===== src/rtl/uart_tx_fifo_pkg.sv =====
// Shared definitions for the UART Tx byte FIFO: byte width, default depth and drain FSM states.
package uart_tx_fifo_pkg;

   localparam int UART_D_BIT    = 7;
   localparam int DEF_ADDR_BITS = 4;

   typedef enum logic [1:0] {
      ST_IDLE    = 2'd0,
      ST_SEND    = 2'd1,
      ST_RELEASE = 2'd2
   } tx_state_e;

endpackage


===== src/rtl/uart_fifo_mem.sv =====
// Pointer-addressed byte storage for the UART Tx FIFO: synchronous write, asynchronous read.
module uart_fifo_mem #(
   parameter int DATA_BITS = 8,
   parameter int ADDR_BITS = 4
) (
   input  logic                 clk,
   input  logic                 we,
   input  logic [ADDR_BITS-1:0] w_addr,
   input  logic [DATA_BITS-1:0] w_data,
   input  logic [ADDR_BITS-1:0] r_addr,
   output logic [DATA_BITS-1:0] r_data
);

   logic [DATA_BITS-1:0] mem [2**ADDR_BITS];

   always_ff @(posedge clk) begin
      if (we) begin
         mem[w_addr] <= w_data;
      end
   end

   // The drain FSM captures the head byte on the same edge it pops, so no read latency here.
   assign r_data = mem[r_addr];

endmodule


===== src/rtl/uart_tx_fifo.sv =====
// Byte FIFO feeding the UART Tx serializer over the tx_start/tx_done handshake.
// Optional UART_TX_FIFO_STATUS_EN adds the sticky overflow flag and the level output.
module uart_tx_fifo
   import uart_tx_fifo_pkg::*;
#(
   parameter int DATA_BITS = UART_D_BIT + 1,
   parameter int ADDR_BITS = DEF_ADDR_BITS
) (
   input  logic                 clk,
   input  logic                 reset,
   input  logic                 wr,
   input  logic [DATA_BITS-1:0] w_data,
   input  logic                 tx_done,
   output logic                 tx_full,
   output logic                 tx_empty,
   output logic [DATA_BITS-1:0] tx_dato_in,
   output logic                 tx_start
`ifdef UART_TX_FIFO_STATUS_EN
   ,
   output logic                 overflow,
   output logic [ADDR_BITS:0]   level
`endif
);

   localparam int CW = ADDR_BITS + 1;
   localparam logic [CW-1:0] FULL_COUNT = CW'(2**ADDR_BITS);

   logic [ADDR_BITS-1:0] wr_ptr_reg;
   logic [ADDR_BITS-1:0] rd_ptr_reg;
   logic [CW-1:0]        count_reg;
   logic [CW-1:0]        count_next;
   tx_state_e            state_reg;
   tx_state_e            state_next;
   logic                 tx_start_reg;
   logic                 tx_start_next;
   logic [DATA_BITS-1:0] tx_dato_reg;
   logic [DATA_BITS-1:0] tx_dato_next;
   logic [DATA_BITS-1:0] head_data;
   logic                 push;
   logic                 pop;

   assign tx_full    = (count_reg == FULL_COUNT);
   assign tx_empty   = (count_reg == '0);
   assign tx_start   = tx_start_reg;
   assign tx_dato_in = tx_dato_reg;

   // Full is judged on the registered count, so a same-cycle pop never admits a push.
   assign push = wr && !tx_full;

   uart_fifo_mem #(
      .DATA_BITS (DATA_BITS),
      .ADDR_BITS (ADDR_BITS)
   ) u_mem (
      .clk    (clk),
      .we     (push),
      .w_addr (wr_ptr_reg),
      .w_data (w_data),
      .r_addr (rd_ptr_reg),
      .r_data (head_data)
   );

   always_comb begin
      count_next = count_reg;
      case ({push, pop})
         2'b10:   count_next = count_reg + CW'(1);
         2'b01:   count_next = count_reg - CW'(1);
         default: count_next = count_reg;
      endcase
   end

   always_ff @(posedge clk or posedge reset) begin
      if (reset) begin
         wr_ptr_reg <= '0;
         rd_ptr_reg <= '0;
         count_reg  <= '0;
      end else begin
         if (push) begin
            wr_ptr_reg <= wr_ptr_reg + 1'b1;
         end
         if (pop) begin
            rd_ptr_reg <= rd_ptr_reg + 1'b1;
         end
         count_reg <= count_next;
      end
   end

   always_ff @(posedge clk or posedge reset) begin
      if (reset) begin
         state_reg    <= ST_IDLE;
         tx_start_reg <= 1'b0;
         tx_dato_reg  <= '0;
      end else begin
         state_reg    <= state_next;
         tx_start_reg <= tx_start_next;
         tx_dato_reg  <= tx_dato_next;
      end
   end

   // RELEASE waits for tx_done to fall so one long done pulse completes only one byte.
   always_comb begin
      state_next    = state_reg;
      tx_start_next = tx_start_reg;
      tx_dato_next  = tx_dato_reg;
      pop           = 1'b0;
      case (state_reg)
         ST_IDLE: begin
            tx_start_next = 1'b0;
            if (!tx_empty) begin
               pop           = 1'b1;
               tx_dato_next  = head_data;
               tx_start_next = 1'b1;
               state_next    = ST_SEND;
            end
         end
         ST_SEND: begin
            if (tx_done) begin
               tx_start_next = 1'b0;
               state_next    = ST_RELEASE;
            end
         end
         ST_RELEASE: begin
            if (!tx_done) begin
               state_next = ST_IDLE;
            end
         end
         default: begin
            tx_start_next = 1'b0;
            state_next    = ST_IDLE;
         end
      endcase
   end

`ifdef UART_TX_FIFO_STATUS_EN
   logic overflow_reg;

   always_ff @(posedge clk or posedge reset) begin
      if (reset) begin
         overflow_reg <= 1'b0;
      end else if (wr && tx_full) begin
         overflow_reg <= 1'b1;
      end
   end

   assign overflow = overflow_reg;
   assign level    = count_reg;
`endif

endmodule

===== config.mk =====
export PLATFORM = sky130hd
export DESIGN_NAME = uart_tx_fifo
export DESIGN_NICKNAME = d
export VERILOG_FILES = /design/src/rtl/uart_tx_fifo_pkg.sv /design/src/rtl/uart_fifo_mem.sv /design/src/rtl/uart_tx_fifo.sv
export SDC_FILE = /design/constraint.sdc
export NUM_CORES = 1
export LEC_CHECK = 0
export ABC_AREA = 1
export CELL_PAD_IN_SITES_DETAIL_PLACEMENT = 1
export CELL_PAD_IN_SITES_GLOBAL_PLACEMENT = 1
export CORE_MARGIN = 2
export CORE_UTILIZATION = 40
export CTS_CLUSTER_SIZE = 10
export DETAILED_ROUTE_END_ITERATION = 12
export HOLD_SLACK_MARGIN = 0.12
export PLACE_DENSITY_LB_ADDON = 0.1
export SLEW_MARGIN = 15
export SYNTH_ARGS = -nofsm -noshare
export SYNTH_HDL_FRONTEND = slang
export SYNTH_HIERARCHICAL = 1
export SYNTH_SLANG_ARGS = --single-unit

===== constraint.sdc =====
create_clock -name clk -period 2.1 [get_ports clk]
set_clock_uncertainty 0.2 [all_clocks]
set_input_delay 0.42 -clock clk [delete_from_list [all_inputs] [get_ports clk]]
set_output_delay 0.42 -clock clk [all_outputs]
set_load 0.01 [all_outputs]

==> impl_metrics.env <==
export IMPL_tightestPinTransition_ns=0.575
export IMPL_crit_path_end_kind="register"
export IMPL_drt_total_wl_um=18300
export IMPL_whs_ns=0.279
export IMPL_cts_tree="yes"
export IMPL_drt_iter0_markers=297
export IMPL_fin_area_um2=8410
export IMPL_violations="setup timing"
export IMPL_cpMaxStageDelayCell="dfrtp_1"
export IMPL_avgSynthCellArea_um2=9.97
export IMPL_crit_chain="nor2_4, buf_6, nand4_4, nand2_4, inv_4, ha_4, inv_4, fa_2, inv_2, nand2_4, nand2_2, nand2_1, nand2_1, nand2_1, nand2_1, nand2_1"
export IMPL_pin_count=23
export IMPL_grt_max_degree=69
export IMPL_clk_latency_ns=0.43
export IMPL_dieArea_um2=18200
export IMPL_layout_setup_ws_ns=-0.0640
export IMPL_synth_largest_area_cell="edfxtp_1"
export IMPL_post_route_period_util_pct=103
export IMPL_areaGrowthSynthToFinish_pct=23.0
export IMPL_antenna_found_initial=0
export IMPL_drt_pass1_iterations=4
export IMPL_final_setup_tns_ns=-0.433
export IMPL_peakVddDrop_uv=892
export IMPL_critPathArrivalTime_ns=2.28
export IMPL_cts_path_max_buffers=2
export IMPL_netlist_area_um2=6840
export IMPL_synth_top_cell_area_share_pct=56.2
export IMPL_vias=4883
export IMPL_ctsRootBufferMaster="clkbuf_16"
export IMPL_port_buffers=22
export IMPL_worstPathMaxFanout=5
export IMPL_hold_violations=0
export IMPL_min_path_type="reg2reg"
export IMPL_register_area_um2=4450
export IMPL_diodes=0
export IMPL_rows=47
export IMPL_utilization_pct=50.6
export IMPL_place_area_um2=7650
export IMPL_multiInputGateArea_um2=1900
export IMPL_period_minus_slack_ns=2.16
export IMPL_fillers=1819
export IMPL_drtAntennaViolNets=0
export IMPL_max_freq_mhz=462
export IMPL_layout_drive_gt1_share_pct=16.8
export IMPL_htreeDepth=4
export IMPL_clkSlewWorstSetupHoldPaths_ns=0.07
export IMPL_start_kind="register"
export IMPL_largest_reg_flops=128
export IMPL_cp_data_required_time_ns=2.22
export IMPL_stdcell_count=996
export IMPL_dp_hpwl_um=12600
export IMPL_drv_slew=0
export IMPL_cpMostUsedCell="nand2_1"
export IMPL_synth_edf_count=128
export IMPL_finalSetupViolations=25
export IMPL_routabilityCongestion=0.845
export IMPL_wire_per_inst_um=18.4
export IMPL_relSlewSlack_pct=61.6
export IMPL_grt_overflow=0
export IMPL_clock_sinks=152
export IMPL_yosys_warnings=6
export IMPL_dp_cells=954
export IMPL_power_density_nw_per_um2=1380
export IMPL_rsz0062_at_grt="true"
export IMPL_dieHeight_um=135
export IMPL_async_reset_ff_share_pct=15.8
export IMPL_syn_num_nets=705
export IMPL_core_um2=16600
export IMPL_grt_pass1_vias=5306
export IMPL_drc=0
export IMPL_synthTopCellsByArea="edfxtp_1 (56%), nand2_1 (13%), dfrtp_1 (8.8%), nand3_1 (7.5%), inv_1 (6.1%)"
export IMPL_via_per_inst=4.90
export IMPL_max_cap_violations=0
export IMPL_die_width_um=135
export IMPL_status="finished with violations"
export IMPL_track_usage_pct=21.7
export IMPL_crit_type="reg2reg"
export IMPL_netlist_instances=686
export IMPL_fin_nets=782
export IMPL_grt_pass1_wl_um=28900
export IMPL_cts_buffers=17
export IMPL_ys_ff_latch=152
export IMPL_ys_flop_type="edfxtp_1"
export IMPL_seq_area_frac_synth_pct=64.9
export IMPL_start_util_pct=41.1
export IMPL_slowest_delay_ns=0.40
export IMPL_cellLeakagePower_nw=3.71
export IMPL_synth_distinct_cells=24
[worst max-delay path: cells and delay by family, from the launching register on]
family                     cells  cell delay, ns
adders and majority gates      2            0.53
buffers and inverters          4            0.33
DFF                            1            0.40
and+or+nand+nor               10            0.60
[metrics by stage]
step	setup WS, ns	total power [mW]
after floorplan	-0.00473	6.78
after global placement	-0.312	8.27
after detailed placement	-0.396	8.39
after CTS	-0.0122	11.5
after global routing	-0.187	12.4
final	-0.0640	11.6
[layout make-up]
class	instances	area share, %
sequential	152	52.8
multi-input combinational	391	22.5
timing repair buffer	85	9.50
inverter	116	5.28
clock buffer	18	5.10
tap	220	3.27
clock inverter	14	1.49
[power by group]
part	internal, mW	switching (mW)	leakage [nW]
sequential	3.72	0.273	1.45
combinational	1.79	2.94	2.00
clock	1.63	1.25	0.258
total	7.15	4.47	3.71
[path summary, 6_finish.rpt]
path / start / to / slack [ns] / cells past startpoint
worst min register to register: tx_dato_in[1] / tx_dato_in[1] / 0.28 / 2
max in group asynchronous: reset / tx_dato_in[2] / 0.64 / 4
worst max register to register: count_reg[2] / count_reg[4] / -0.06 / 16
min in group asynchronous: reset / rd_ptr_reg[0] / 0.60 / 3
worst min-delay path: tx_dato_in[1] / tx_dato_in[1] / 0.28 / 2
worst max-delay path: count_reg[2] / count_reg[4] / -0.06 / 16
[cells in the final DEF (no fill, tap or decap), types with 2 or more instances in the layout]
master	instances
buf_12	6
buf_4	49
buf_6	9
clkbuf_16	17
clkdlybuf4s50_1	20
clkinv_1	2
clkinv_4	3
clkinvlp_4	5
dfrtp_1	23
edfxtp_1	128
ha_1	3
ha_4	3
inv_1	105
inv_2	8
inv_4	2
inv_6	3
nand2_1	232
nand2_2	4
nand2_4	3
nand3_1	102
nand3b_1	5
nand4_4	2
nor2_1	15
nor2_2	3
nor2_4	3
o21ai_0	3
or2_2	2
xnor2_1	5
[what timing repair did]
action | 4_1_cts | 5_1_grt
pin swaps | 4 | 2
endpoints found under the hold margin | 6 | 0
gates resized for setup | 23 | 23
endpoints found under the setup margin | 11 | 133
setup buffers | 5 | 7
hold buffers | 1 | 0
[cell usage after synthesis (2+ instances only)]
cell type,count
buf_6,8
inv_1,111
or2_2,2
xnor2_1,5
o21ai_0,4
inv_2,5
buf_2,13
nand3b_1,5
nand2_2,3
ha_1,6
nor2_1,20
a21oi_1,2
nand3_1,103
buf_4,4
dfrtp_1,24
nand2_1,236
edfxtp_1,128
[routing by layer]
metal	wire length [um]	track usage (%)	part of all wire (%)
met5	0	0	0
met2	9130	36.3	50
met3	592	4.54	3.2
met1	8120	27.7	44
met4	454	8.25	2.5
[cells by family after synthesis]
logic type               after synthesis  share of synthesized area (%)
XOR/XNOR                               5                          0.640
flip-flops                           152                           64.9
adder cells (fa/ha/maj)                7                           1.39
buffers and inverters                143                           9.18
AO/OA/AOI/OAI                          6                          0.439
AND/OR/NAND/NOR                      373                           23.4
No activity file was read; power rests on OpenSTA's default activity.
